**src/rtl/count_arbiter_pkg.sv**
```systemverilog
// -----------------------------------------------------------------------------
// count_arbiter_pkg
// Shared definitions for the count_arbiter block: arbiter FSM state encoding,
// requester index constants and the number of requesters.
// -----------------------------------------------------------------------------
package count_arbiter_pkg;

    typedef enum logic [1:0] {
        IDLE = 2'd0,
        RUN  = 2'd1,
        DONE = 2'd2
    } state_t;

    localparam int NUM_REQ = 2;
    localparam int REQ0    = 0;
    localparam int REQ1    = 1;

endpackage : count_arbiter_pkg

```
**src/rtl/count_core.sv**
```systemverilog
// -----------------------------------------------------------------------------
// count_core
// The shared WIDTH-bit up/down count register. Steps by one when step_en is
// high, in the direction given by up.
//
// Optional feature: define COUNT_SAT_EN to make the count saturate at all-ones
// (going up) and zero (going down) instead of wrapping modulo 2^WIDTH.
//
// Ports
//   clk      in   clock, rising edge
//   reset_n  in   asynchronous active-low reset (count -> 0)
//   step_en  in   perform one step this cycle
//   up       in   1 = increment, 0 = decrement
//   count    out  current count value (registered)
//   sat      out  the requested step is being blocked by saturation this cycle
//                 (always 0 without COUNT_SAT_EN)
// -----------------------------------------------------------------------------
module count_core #(
    parameter int WIDTH = 4
) (
    input  logic             clk,
    input  logic             reset_n,
    input  logic             step_en,
    input  logic             up,
    output logic [WIDTH-1:0] count,
    output logic             sat
);

    logic [WIDTH-1:0] r_count;
    logic             w_blocked;

`ifdef COUNT_SAT_EN
    localparam logic [WIDTH-1:0] COUNT_MAX = '1;

    // A step is blocked when it would cross the end of the range.
    assign w_blocked = up ? (r_count == COUNT_MAX) : (r_count == '0);
`else
    assign w_blocked = 1'b0;
`endif

    // NOTE: sequential state is written with non-blocking assignments so every
    // flop samples pre-edge values, independent of process evaluation order.
    always_ff @(posedge clk or negedge reset_n) begin
        if (!reset_n) begin
            r_count <= '0;
        end else if (step_en && !w_blocked) begin
            r_count <= up ? r_count + 1'b1 : r_count - 1'b1;
        end
    end

    assign count = r_count;
    assign sat   = step_en & w_blocked;

endmodule : count_core

```
**src/rtl/count_arbiter.sv**
```systemverilog
// -----------------------------------------------------------------------------
// count_arbiter
// Round-robin controller sharing one up/down count register (count_core)
// between two requesters. A granted requester gets a burst of len single steps
// in its latched direction, followed by a one-cycle done pulse.
//
// Optional feature: COUNT_SAT_EN (see count_core) makes the count saturate and
// enables the sticky sat_hit flag; without it sat_hit is constant 0.
//
// Ports
//   clk      in   clock, rising edge
//   reset_n  in   asynchronous active-low reset
//   req      in   [1:0] request per requester, held until that requester's done
//   dir      in   [1:0] per-requester direction (1 = up), sampled at grant
//   len0     in   [LEN_W-1:0] requester 0 burst length, sampled at grant
//   len1     in   [LEN_W-1:0] requester 1 burst length, sampled at grant
//   gnt      out  [1:0] one-hot grant, held from grant through the DONE cycle
//   busy     out  high in RUN and DONE
//   done     out  one-cycle pulse ending a burst
//   count    out  [WIDTH-1:0] current count value
//   sat_hit  out  sticky per burst: a step was blocked by saturation
// -----------------------------------------------------------------------------
module count_arbiter
    import count_arbiter_pkg::*;
#(
    parameter int WIDTH = 4,
    parameter int LEN_W = 4
) (
    input  logic             clk,
    input  logic             reset_n,
    input  logic [1:0]       req,
    input  logic [1:0]       dir,
    input  logic [LEN_W-1:0] len0,
    input  logic [LEN_W-1:0] len1,
    output logic [1:0]       gnt,
    output logic             busy,
    output logic             done,
    output logic [WIDTH-1:0] count,
    output logic             sat_hit
);

    state_t                     r_state;
    state_t                     w_next_state;
    logic                       r_ptr;          // requester favoured on a tie
    logic                       r_cur_dir;
    logic [LEN_W-1:0]           r_remaining;
    logic [NUM_REQ-1:0]         r_gnt;
    logic                       r_sat_hit;

    logic                       w_grant_valid;
    logic                       w_grant_idx;
    logic [LEN_W-1:0]           w_grant_len;
    logic                       w_grant_dir;
    logic                       w_step_en;
    logic                       w_sat;

    // ---------------------------------------------------------------------
    // Grant selection (only consumed in IDLE)
    // ---------------------------------------------------------------------
    assign w_grant_valid = |req;

    always_comb begin
        // With a single request, req[REQ1] alone names the requester.
        if (req == 2'b11) begin
            w_grant_idx = r_ptr;
        end else begin
            w_grant_idx = req[REQ1];
        end
    end

    assign w_grant_len = (int'(w_grant_idx) == REQ1) ? len1 : len0;
    assign w_grant_dir = dir[w_grant_idx];

    // ---------------------------------------------------------------------
    // FSM: state register
    // ---------------------------------------------------------------------
    always_ff @(posedge clk or negedge reset_n) begin
        if (!reset_n) begin
            r_state <= IDLE;
        end else begin
            r_state <= w_next_state;
        end
    end

    // ---------------------------------------------------------------------
    // FSM: next-state logic
    // ---------------------------------------------------------------------
    // NOTE: every signal assigned in a combinational block gets a default
    // first, so no path leaves it unassigned and no latch is inferred.
    always_comb begin
        w_next_state = r_state;
        unique case (r_state)
            IDLE: begin
                if (w_grant_valid) begin
                    // A zero-length burst skips RUN entirely.
                    w_next_state = (w_grant_len != '0) ? RUN : DONE;
                end
            end
            RUN: begin
                if (r_remaining == LEN_W'(1)) begin
                    w_next_state = DONE;
                end
            end
            DONE: begin
                w_next_state = IDLE;
            end
            default: begin
                w_next_state = IDLE;
            end
        endcase
    end

    // ---------------------------------------------------------------------
    // FSM: output decode (from registered state only)
    // ---------------------------------------------------------------------
    always_comb begin
        busy      = 1'b0;
        done      = 1'b0;
        w_step_en = 1'b0;
        unique case (r_state)
            RUN: begin
                busy      = 1'b1;
                w_step_en = 1'b1;
            end
            DONE: begin
                busy = 1'b1;
                done = 1'b1;
            end
            default: begin
                busy = 1'b0;
            end
        endcase
    end

    // ---------------------------------------------------------------------
    // Burst bookkeeping: grant, latched command, round-robin pointer
    // ---------------------------------------------------------------------
    always_ff @(posedge clk or negedge reset_n) begin
        if (!reset_n) begin
            r_gnt       <= '0;
            r_cur_dir   <= 1'b0;
            r_remaining <= '0;
            r_sat_hit   <= 1'b0;
            r_ptr       <= 1'b0;
        end else begin
            unique case (r_state)
                IDLE: begin
                    if (w_grant_valid) begin
                        r_gnt       <= NUM_REQ'(1) << w_grant_idx;
                        r_cur_dir   <= w_grant_dir;
                        r_remaining <= w_grant_len;
                        r_sat_hit   <= 1'b0;
                    end
                end
                RUN: begin
                    // A blocked step still consumes one unit of the burst.
                    r_remaining <= r_remaining - 1'b1;
                    if (w_sat) begin
                        r_sat_hit <= 1'b1;
                    end
                end
                DONE: begin
                    r_gnt <= '0;
                    // Hand the tie-break to whichever requester was not served.
                    r_ptr <= ~r_gnt[REQ1];
                end
                default: begin
                    r_gnt <= '0;
                end
            endcase
        end
    end

    // ---------------------------------------------------------------------
    // Shared count register
    // ---------------------------------------------------------------------
    count_core #(
        .WIDTH   (WIDTH)
    ) u_count_core (
        .clk     (clk),
        .reset_n (reset_n),
        .step_en (w_step_en),
        .up      (r_cur_dir),
        .count   (count),
        .sat     (w_sat)
    );

    assign gnt     = r_gnt;
    // Without COUNT_SAT_EN, w_sat is constant 0 so this register never sets.
    assign sat_hit = r_sat_hit;

endmodule : count_arbiter

```
**config.mk**
```make
export PLATFORM = sky130hd
export DESIGN_NAME = count_arbiter
export DESIGN_NICKNAME = d
export VERILOG_FILES = /design/src/rtl/count_arbiter_pkg.sv /design/src/rtl/count_core.sv /design/src/rtl/count_arbiter.sv
export SDC_FILE = /design/constraint.sdc
export NUM_CORES = 1
export LEC_CHECK = 0
export CELL_PAD_IN_SITES_DETAIL_PLACEMENT = 0
export CELL_PAD_IN_SITES_GLOBAL_PLACEMENT = 2
export CORE_MARGIN = 8
export CORE_UTILIZATION = 33
export CTS_BUF_LIST = sky130_fd_sc_hd__clkbuf_8
export DETAILED_ROUTE_END_ITERATION = 12
export GPL_ROUTABILITY_DRIVEN = 1
export PLACE_DENSITY_LB_ADDON = 0.1
export SETUP_SLACK_MARGIN = 0.3
export SLEW_MARGIN = 20
export SYNTH_ARGS = -nofsm -noshare
export SYNTH_HDL_FRONTEND = slang
export SYNTH_SLANG_ARGS = --single-unit
```
**constraint.sdc**
```tcl
create_clock -name clk -period 3 [get_ports clk]
set_input_delay 0.45 -clock clk [delete_from_list [all_inputs] [get_ports clk]]
set_output_delay 0.45 -clock clk [all_outputs]
set_load 0.02 [all_outputs]
```
==> results of run 1 <==
==> cell usage in the layout (no fill, tap or decap), types with 2 or more instances in the layout <==
cell             synthesis  final
nand3_1                  3      3
ha_1                     7      7
xnor2_1                  2      2
a22o_1                   2      2
o21bai_1                 2      2
clkdlybuf4s50_1          0     21
o21ai_0                  9      9
clkbuf_8                 0      4
nand2b_1                 2      2
mux2i_1                  2      2
and3_1                   2      2
nor3_1                   2      2
a21oi_1                  5      5
dfrtp_1                 14     14
inv_1                    6      6
mux2_2                   3      3
nor4_1                   2      2
nor2_1                   5      5
nand2_1                  5      5
==> cell type report <==
class / count / area (um2)
multi-input combinational: 72 / 527
tap: 31 / 38.8
fill: 276 / 1510
timing repair buffer: 21 / 210
inverter: 6 / 22.5
sequential: 14 / 350
clock buffer: 4 / 55.1
==> cells by family (layout without fill, tap and decap cells) <==
group           Yosys count  after routing  synth area share, %
simple gates             28             28                 16.9
compound gates           27             27                 19.3
flops                    14             14                 37.8
buf+inv                  10             31                 5.40
fa+ha+maj                 8              8                 11.6
mux                       5              5                 5.80
xor+xnor                  3              3                 2.83
other cells               1              1                0.404
==> metrics by stage <==
step	power [mW]	instances	hold slack [ps]	util, %
after global routing	1.41	148	525	44.4
after global placement	1.11	144	459	42.4
after floorplan	0.886	96	154	-
final	1.29	148	487	44.4
after CTS	1.31	148	495	44.4
after detailed placement	1.11	144	484	42.4
==> power by group <==
part / internal, mW / switching (mW)
combinational: 0.354 / 0.383
clock: 0.116 / 0.0756
sequential: 0.283 / 0.0800
==> flip-flops by register name, indices dropped and copies added, names as in the netlist <==
name                cells
r_ptr                   1
u_count_core.count      4
r_cur_dir               1
gnt                     2
r_state                 2
r_remaining             4
==> worst max-delay path by stage <==
stage | slack, ps | endpoint | cells after the start | from
after CTS | 950 | busy | 3 | r_state[1]
final | 950 | busy | 3 | r_state[1]
after global placement | 960 | r_remaining[0] | 6 | r_state[1]
after global routing | 860 | r_remaining[3] | 6 | r_state[1]
after floorplan | 1370 | r_remaining[2] | 7 | r_state[0]
after detailed placement | 930 | r_state[1] | 5 | req[0]
==> routing by layer <==
metal	global-route usage [%]	share of wire (%)	vias up
met5	0	0	-
met4	4.10	0.61	0
met3	3.00	4.4	2
met1	12.1	50	374
met2	15.3	45	15
li1	-	-	384
==> summary.md, run 1 <==
| Metric | Value |
|---|---|
| CTS clk-pin slew, worst paths | 70 ps |
| Via count | 775 |
| Via density | 5.24 |
| Cell with the most instances after synthesis | dfrtp_1 |
| Cells after Synth | 96 |
| Placed cell area | 1150 um2 |
| Hold Buf Count CTS | 0 |
| Crit-path cells | inv_1 -> ha_1 -> clkdlybuf4s50_1 |
| TritonCTS clock tree | done |
| Worst IR Drop VDD | 516 uV |
| Reg2reg setup slack | 1020 ps |
| # DRC | 0 |
| Worst hold path stage count | 1 |
| Final Instance Area | 1200 um2 |
| Layout cell share with drive strength beyond 1 | 10.3% |
| Net Count, Synth | 118 |
| Top cells by count, synth | 14 x dfrtp_1, 9 x o21ai_0, 7 x ha_1 |
| Wire per inst | 15.5 um |
| Antenna viol nets, final | 0 |
| Final HPWL DP | 1790 um |
| Reg2reg path depth | 6 |
| Slowest stage delay, CP | 600 ps |
| Synthesized area | 927 um2 |
| Slew @ Worst Pin | 684 ps |
| Tmin final | 2050 ps |
| Critical path class | reg2out |
| Post-synth EDFFs | 0 |
| CTS Buf Count | 3 |
| Final Cycle Share | 68.3% |
| Reg-to-Reg End | r_remaining[0] |
| IO Pins | 23 |
| Htree depth | 1 |
| F_max | 0.488 GHz |
| Clock Tree Buf Depth | 2 |
| Die boundary height | 69.0 um |
| Worst slew margin | 54.2% |
| Site Rows | 19 |
| Unique masters post-synth | 40 |
| Worst Path Max Fanout | 3 |
| Synth top area share | 37.8% |
| Final Setup Violations | 0 |
| Setup TNS | 0 ps |
| Die ar. | 4760 um2 |
| # nets final | 140 |
| Cell taking the most area after synthesis | dfrtp_1 |
| Final Max Slew Viols | 0 |
| Buffers and inverters on the worst path | 2 |
| Initial antenna violation count | 0 |
| Status | finished, final reports clean |
| Unrepaired setup endpoints after global routing | no |
| WP data arrival | 1600 ps |
| DR pass1 iterations | 4 |
| Total grt overflow | 0 |
| Placement Setup Slack | 929 ps |
| Number of global-route vias before repair | 829 |
| Area of the core | 2710 um2 |
| Clk root buf | clkbuf_8 |
| Ys Warns | 0 |
| P_leak | 0.507 nW |
| CTS Sinks | 14 |
| Synth Area per Inst | 9.66 um2 |
| Slowest CP cell | clkdlybuf4s50_1 |
| Clock skew | 3.89 ps |
| HP Class | reg2reg |
| 1st-iter DRT viols | 24 |
| Synth area leaders | dfrtp_1 38%, ha_1 9.4%, o21ai_0 4.9% |
| Ant. Diodes | 0 |
| Total GRT Usage | 9.80% |
| P&R area growth vs syn | 29.8% |
| Crit path launch type | flip-flop |
| Final worst slack | 950 ps |
| Initial Util | 34.2% |
| First-pass GRT wire length | 3970 um |
| RR Startpoint | r_state[1] |
| Post-CTS Setup Bufs | 0 |
| P per Cell Area | 1070 nW/um2 |
| Top FF cell, synth | dfrtp_1 |
| Chip Width | 69.0 um |
| Final Hold Fails | 0 |
| Port bufs | 21 |
| Maxcap violations | 0 |
| Post-CTS sizing | 0 |
| Final wirelength | 2300 um |
| Sequential share of the synthesized area | 37.8% |
| Clock latency at the later pin of the worst-skew pair | 250 ps |
| FF+latch count, synth | 14 |
| Asr flop ratio synth | 100% |
| Cell class contributing the biggest share of worst-path delay | buffers and inverters |
| Pin count of the biggest net entering global routing | 19 |
| Worst Hold Endpoint | u_count_core.count[3] |
| Worst hold start | u_count_core.count[3] |
| CP endpoint kind | output port |
| CP required | 2550 ps |
| GPL Wtd Cong | 0.795 |
(Power assumes the default switching activity.)
==> run 2: changes to the inputs <==
--- a/config.mk
+++ b/config.mk
@@ -8,7 +8,7 @@
 export CELL_PAD_IN_SITES_DETAIL_PLACEMENT = 0
 export CELL_PAD_IN_SITES_GLOBAL_PLACEMENT = 2
 export CORE_MARGIN = 8
-export CORE_UTILIZATION = 33
+export CORE_UTILIZATION = 27
 export CTS_BUF_LIST = sky130_fd_sc_hd__clkbuf_8
 export DETAILED_ROUTE_END_ITERATION = 12
 export GPL_ROUTABILITY_DRIVEN = 1
==> constraint.sdc (replaced) <==
create_clock -name clk -period 1.7 [get_ports clk]
set_input_delay 0.255 -clock clk [delete_from_list [all_inputs] [get_ports clk]]
set_output_delay 0.255 -clock clk [all_outputs]
set_load 0.02 [all_outputs]
==> summary.md, run 2 (synthesized netlist as in run 1, its figures left out) <==
| Metric | Value |
|---|---|
| Status | finished, final reports clean |
| WP data arrival | 1770 ps (+170 ps) |
| Crit. Startpoint | r_state[0] |
| CTS Buf Count | 3 (unchanged) |
| P_leak | 0.610 nW (+20%) |
| Most frequent cells in the layout | 17 x buf_4, 13 x dfrtp_1, 12 x clkdlybuf4s50_1 |
| IO Pins | 23 (unchanged) |
| Placed cell area | 1260 um2 (+10%) |
| Final Hold Fails | 0 (unchanged) |
| Initial antenna violation count | 0 (unchanged) |
| Htree depth | 1 (unchanged) |
| Total power draw | 2.62 mW (+100%) |
| Wire per inst | 13.8 um (-11%) |
| Fin util | 42.4% (-2.0 points) |
| Clock latency at the later pin of the worst-skew pair | 250 ps (about the same) |
| Via density | 4.68 (-11%) |
| Clk root buf | clkbuf_8 |
| Final wirelength | 2480 um (+7.7%) |
| Area of the core | 3310 um2 (+22%) |
| P per Cell Area | 1870 nW/um2 (+74%) |
| TritonCTS clock tree | done |
| CP required | 1890 ps (-660 ps) |
| Max Used Layer | met4 |
| First-pass GRT wire length | 4130 um (+4.0%) |
| Unrepaired setup endpoints after global routing | yes |
| Critical path class | reg2reg |
| # DRC | 0 (unchanged) |
| F_max | 0.634 GHz |
| HP Class | in2async |
| Filler cells | 354 (+28%) |
| Maxcap violations | 0 (unchanged) |
| Pin count of the biggest net entering global routing | 11 (-8) |
| Final Max Slew Viols | 0 (unchanged) |
| Final Cycle Share | 92.8% |
| Chip Width | 74.6 um (+8.1%) |
| Met2 wire len | 1210 um (+16%) |
| Wl on met1 | 1110 um (-3.0%) |
| Placement Setup Slack | -65.4 ps (-994 ps) |
| Most common cell after layout, fill and taps aside | buf_4 |
| Final Instance Area | 1400 um2 (+17%) |
| Total grt overflow | 0 (unchanged) |
| Die boundary height | 74.6 um (+8.1%) |
| Via count | 838 (+8.1%) |
| Tmin final | 1580 ps |
| 1st-iter DRT viols | 27 (+13%) |
| Die ar. | 5570 um2 (+17%) |
| Total GRT Usage | 10.0% (+0.21 points) |
| Final HPWL DP | 1910 um (+6.4%) |
| Hold Buf Count CTS | 0 (unchanged) |
| RR Startpoint | r_state[0] |
| Worst IR Drop VDD | 828 uV (+60%) |
| GPL Wtd Cong | 0.731 (-8.0%) |
| Crit path launch type | flip-flop |
| Port bufs | 21 (unchanged) |
| # nets final | 156 (+11%) |
| Initial Util | 28.0% (-6.2 points) |
| DR pass1 iterations | 4 (unchanged) |
| Site Rows | 21 (+2) |
| Number of global-route vias before repair | 880 (+6.2%) |
| Clock Tree Buf Depth | 2 (unchanged) |
| Worst Path Max Fanout | 4 (+1) |
| Clock skew | 0.968 ps (-2.92 ps) |
| WL met3 | 125 um (+23%) |
| CTS clk-pin slew, worst paths | 60 ps (about the same) |
| Final Setup Violations | 0 (unchanged) |
| P&R area growth vs syn | 51.3% |
| Final worst slack | 123 ps (-828 ps) |
| Layout cell share with drive strength beyond 1 | 34.6% (+24 points) |
| Ant. Diodes | 0 (unchanged) |
| Antenna viol nets, final | 0 (unchanged) |
| CTS Sinks | 14 (unchanged) |
| CP endpoint kind | flip-flop |
## run 2: power by group
part | leakage (nW) | switching (mW) | internal, mW
Clock | 0.0288 | 0.135 | 0.206
Sequential | 0.165 | 0.148 | 0.502
Combinational | 0.416 | 0.785 | 0.844
Total | 0.610 | 1.07 | 1.55
## run 2: worst max-delay path: stages, from the launching register on
cell and delay (ps):
dfrtp_1 400, inv_2 100, ha_4 140, or3b_4 410
and3_4 170, o21ai_2 120, o221a_1 170
## run 2: what timing repair did
action	4_1_cts	5_1_grt
setup buffers	4	3
endpoints found under the setup margin	16	13
pin swaps	4	6
gates cloned	0	0
gates resized for setup	19	11
## run 2: metal layers
layer	vias to the layer above	GRT usage [%]
met5	-	0
li1	414	-
met2	16	16.1
met1	406	11.6
met3	2	3.50
met4	0	4.57
## run 2: worst paths after layout
kind,slack (ps),endpoint,depth (start not counted)
min in group clk,460,u_count_core.count[3],1
setup reg to reg,120,r_remaining[2],6
hold / removal,260,u_count_core.count[2],1
hold reg to reg,460,u_count_core.count[3],1
max in group asynchronous,990,r_state[0],2
setup / recovery,120,r_remaining[2],6
## run 2: per-stage QoR
step / hold WS [ps] / setup TNS (ps) / std cells
2_1_floorplan: -40.6 / 0 / 96
3_3_place_gp: 460 / -49.0 / 168
3_5_place_dp: 474 / -134 / 168
4_1_cts: 272 / 0 / 176
5_1_grt: 295 / 0 / 179
6_report: 264 / 0 / 179
## run 2: final cells by class
type / instances / area [um2] / area share (%)
inverter: 6 / 22.5 / 1.61
timing repair buffer: 37 / 324 / 23.1
sequential: 14 / 352 / 25.1
clock buffer: 4 / 55.1 / 3.93
multi-input combinational: 72 / 592 / 42.2
tap: 46 / 57.6 / 4.10
==> run 3: changes to the inputs <==
--- a/config.mk
+++ b/config.mk
@@ -8,9 +8,10 @@
 export CELL_PAD_IN_SITES_DETAIL_PLACEMENT = 0
 export CELL_PAD_IN_SITES_GLOBAL_PLACEMENT = 2
 export CORE_MARGIN = 8
-export CORE_UTILIZATION = 27
-export CTS_BUF_LIST = sky130_fd_sc_hd__clkbuf_8
+export CORE_UTILIZATION = 33
+export CTS_CLUSTER_DIAMETER = 60
 export DETAILED_ROUTE_END_ITERATION = 12
+export DONT_BUFFER_PORTS = 1
 export GPL_ROUTABILITY_DRIVEN = 1
 export PLACE_DENSITY_LB_ADDON = 0.1
 export SETUP_SLACK_MARGIN = 0.3
==> summary.md, run 3 (synthesized netlist as in run 1, its figures left out) <==
| Metric | Value |
|---|---|
| Via count | 807 (-3.7%) |
| WP data arrival | 1780 ps (about the same) |
| TritonCTS clock tree | done |
| CP required | 1920 ps (+30 ps) |
| Tmin final | 1560 ps (-16.7 ps) |
| Critical path class | reg2reg |
| CTS Buf Count | 3 (unchanged) |
| Slowest CP cell | dfrtp_1 |
| Placement Setup Slack | 103 ps (+168 ps) |
| P_leak | 0.551 nW (-9.6%) |
| Crit path launch type | flip-flop |
| Buffers and inverters on the worst path | 1 (unchanged) |
| Htree depth | 1 (unchanged) |
| Unrepaired setup endpoints after global routing | yes |
| Area of the core | 2710 um2 (-18%) |
| Setup TNS | 0 ps (unchanged) |
| Layout cell share with drive strength beyond 1 | 44.9% (+10 points) |
| Pin count of the biggest net entering global routing | 15 (+4) |
| Slew @ Worst Pin | 656 ps |
| Final worst slack | 139 ps (+16.7 ps) |
| Clock skew | 7.76 ps (+6.79 ps) |
| Initial antenna violation count | 0 (unchanged) |
| Final Cycle Share | 91.8% (-0.98 points) |
| Final Setup Violations | 0 (unchanged) |
| Ant. Diodes | 0 (unchanged) |
| F_max | 0.641 GHz (+1.1%) |
| Total grt overflow | 0 (unchanged) |
| Crit-path cells | inv_2 -> ha_4 -> or3b_4 -> and3_4 -> o21ai_2 -> o221a_1 |
| HP Class | in2reg |
| Internal power | 1.62 mW (+4.2%) |
| CTS Sinks | 14 (unchanged) |
| Total GRT Usage | 10.4% (+0.34 points) |
| IO Pins | 23 (unchanged) |
| Chip Width | 69.0 um (-7.5%) |
| Switching Fraction | 41.9% (+1.1 points) |
| Cell class contributing the biggest share of worst-path delay | simple AND/OR/NAND/NOR gates |
| Clock power share | 9.0% (-4.0 points) |
| Number of global-route vias before repair | 851 (-3.3%) |
| Worst Path Max Fanout | 4 (unchanged) |
| Final HPWL DP | 1700 um (-11%) |
| Initial Util | 34.2% (+6.2 points) |
| Die ar. | 4760 um2 (-14%) |
| RR Startpoint | r_state[0] |
| Crit. Startpoint | r_state[0] |
| Most frequent cells in the layout | 18 x buf_4, 12 x dfrtp_1, 5 x nor2_1 |
| DR pass1 iterations | 7 (+3) |
| CP endpoint kind | flip-flop |
| Antenna viol nets, final | 0 (unchanged) |
| Maxcap violations | 0 (unchanged) |
| Clk root buf | clkbuf_4 |
| Clock latency at the later pin of the worst-skew pair | 290 ps (+40 ps) |
| Status | finished, final reports clean |
| 1st-iter DRT viols | 79 (+190%) |
| Sequential Power Share | 26.4% (+1.6 points) |
| Site Rows | 19 (-9.5%) |
| # DRC | 0 (unchanged) |
| Comb pwr share | 64.6% (+2.4 points) |
| # nets final | 141 (-9.6%) |
| GPL Wtd Cong | 0.827 (+13%) |
| Wire per inst | 16.9 um (+22%) |
| First-pass GRT wire length | 4120 um (-0.17%) |
| Hold WS | 106 ps (-157 ps) |
| CTS clk-pin slew, worst paths | 100 ps (+40 ps) |
| P&R area growth vs syn | 39.0% |
| Slowest stage delay, CP | 430 ps (+20 ps) |
| Total power draw | 2.78 mW (+6.2%) |
| Final Hold Fails | 0 (unchanged) |
| Worst IR Drop VDD | 1330 uV (+61%) |
| P per Cell Area | 2160 nW/um2 (+16%) |
| Via density | 5.42 (+16%) |
| Most common cell after layout, fill and taps aside | buf_4 |
| Net Switching | 1.17 mW (+9.2%) |
| Die boundary height | 69.0 um (-7.5%) |
| Worst hold start | dir[0] |
| Clock Tree Buf Depth | 2 (unchanged) |
| Final wirelength | 2520 um (+1.7%) |
| Port bufs | 0 (-100%) |
| Final Max Slew Viols | 0 (unchanged) |
| Worst slew margin | 56.1% |
## run 3: cell count changes in the layout (fill, tap and decap cells not counted), moves of 3 or more
cell | previous run | this run
clkdlybuf4s50_1 | 12 | 0
clkbuf_8 | 4 | 1
clkbuf_4 | 0 | 3
dlygate4sd2_1 | 6 | 0
## run 3: timing repair
item	CTS	global route
pin swaps	4	10
buffers inserted	6	9
resized for setup	10	19
endpoints found under the setup margin	8	9
hold buffers	1	0
endpoints found under the hold margin	14	0
## run 3: final timing paths
| check | end | slack [ps] | depth (start not counted) |
|---|---|---|---|
| setup / recovery | r_remaining[2] | 140 | 6 |
| min in group asynchronous | r_ptr | 430 | 1 |
| hold / removal | r_cur_dir | 110 | 2 |
| setup reg to reg | r_remaining[2] | 140 | 6 |
| hold reg to reg | r_ptr | 550 | 2 |
| max in group asynchronous | u_count_core.count[0] | 800 | 1 |
## run 3: cell type report
| type | instances | area, um2 |
|---|---|---|
| Inverter | 6 | 22.5 |
| Fill cell | 266 | 1420 |
| Sequential cell | 14 | 353 |
| Tap cell | 31 | 38.8 |
| Multi-Input combinational cell | 72 | 659 |
| Timing Repair Buffer | 22 | 179 |
| Clock buffer | 4 | 36.3 |
## run 3: through the flow
step	instances	utilization [%]	area, um2
after detailed placement	129	37.4	1010
after global routing	149	47.6	1290
final	149	47.6	1290
after floorplan	96	-	958
after global placement	129	37.4	1010
after CTS	140	41.8	1130
## run 3: power by group through the flow
stage          clock (mW)  combinational (mW)  sequential (mW)
2_1_floorplan           0               0.937            0.711
3_3_place_gp            0                1.19            0.727
3_5_place_dp            0                1.18            0.733
4_1_cts             0.259                1.34            0.724
5_1_grt             0.277                1.99            0.765
6_report            0.250                1.80            0.735
## run 3: per-layer routing
metal / share of wire [%] / wire length [um] / track usage (%) / up-vias
met2: 46 / 1160 / 15.7 / 26
met1: 46 / 1150 / 13.2 / 391
met4: 1.8 / 46 / 4.10 / 0
li1: - / - / - / 384
met3: 6.2 / 155 / 3.15 / 6
met5: 0 / 0 / 0 / -
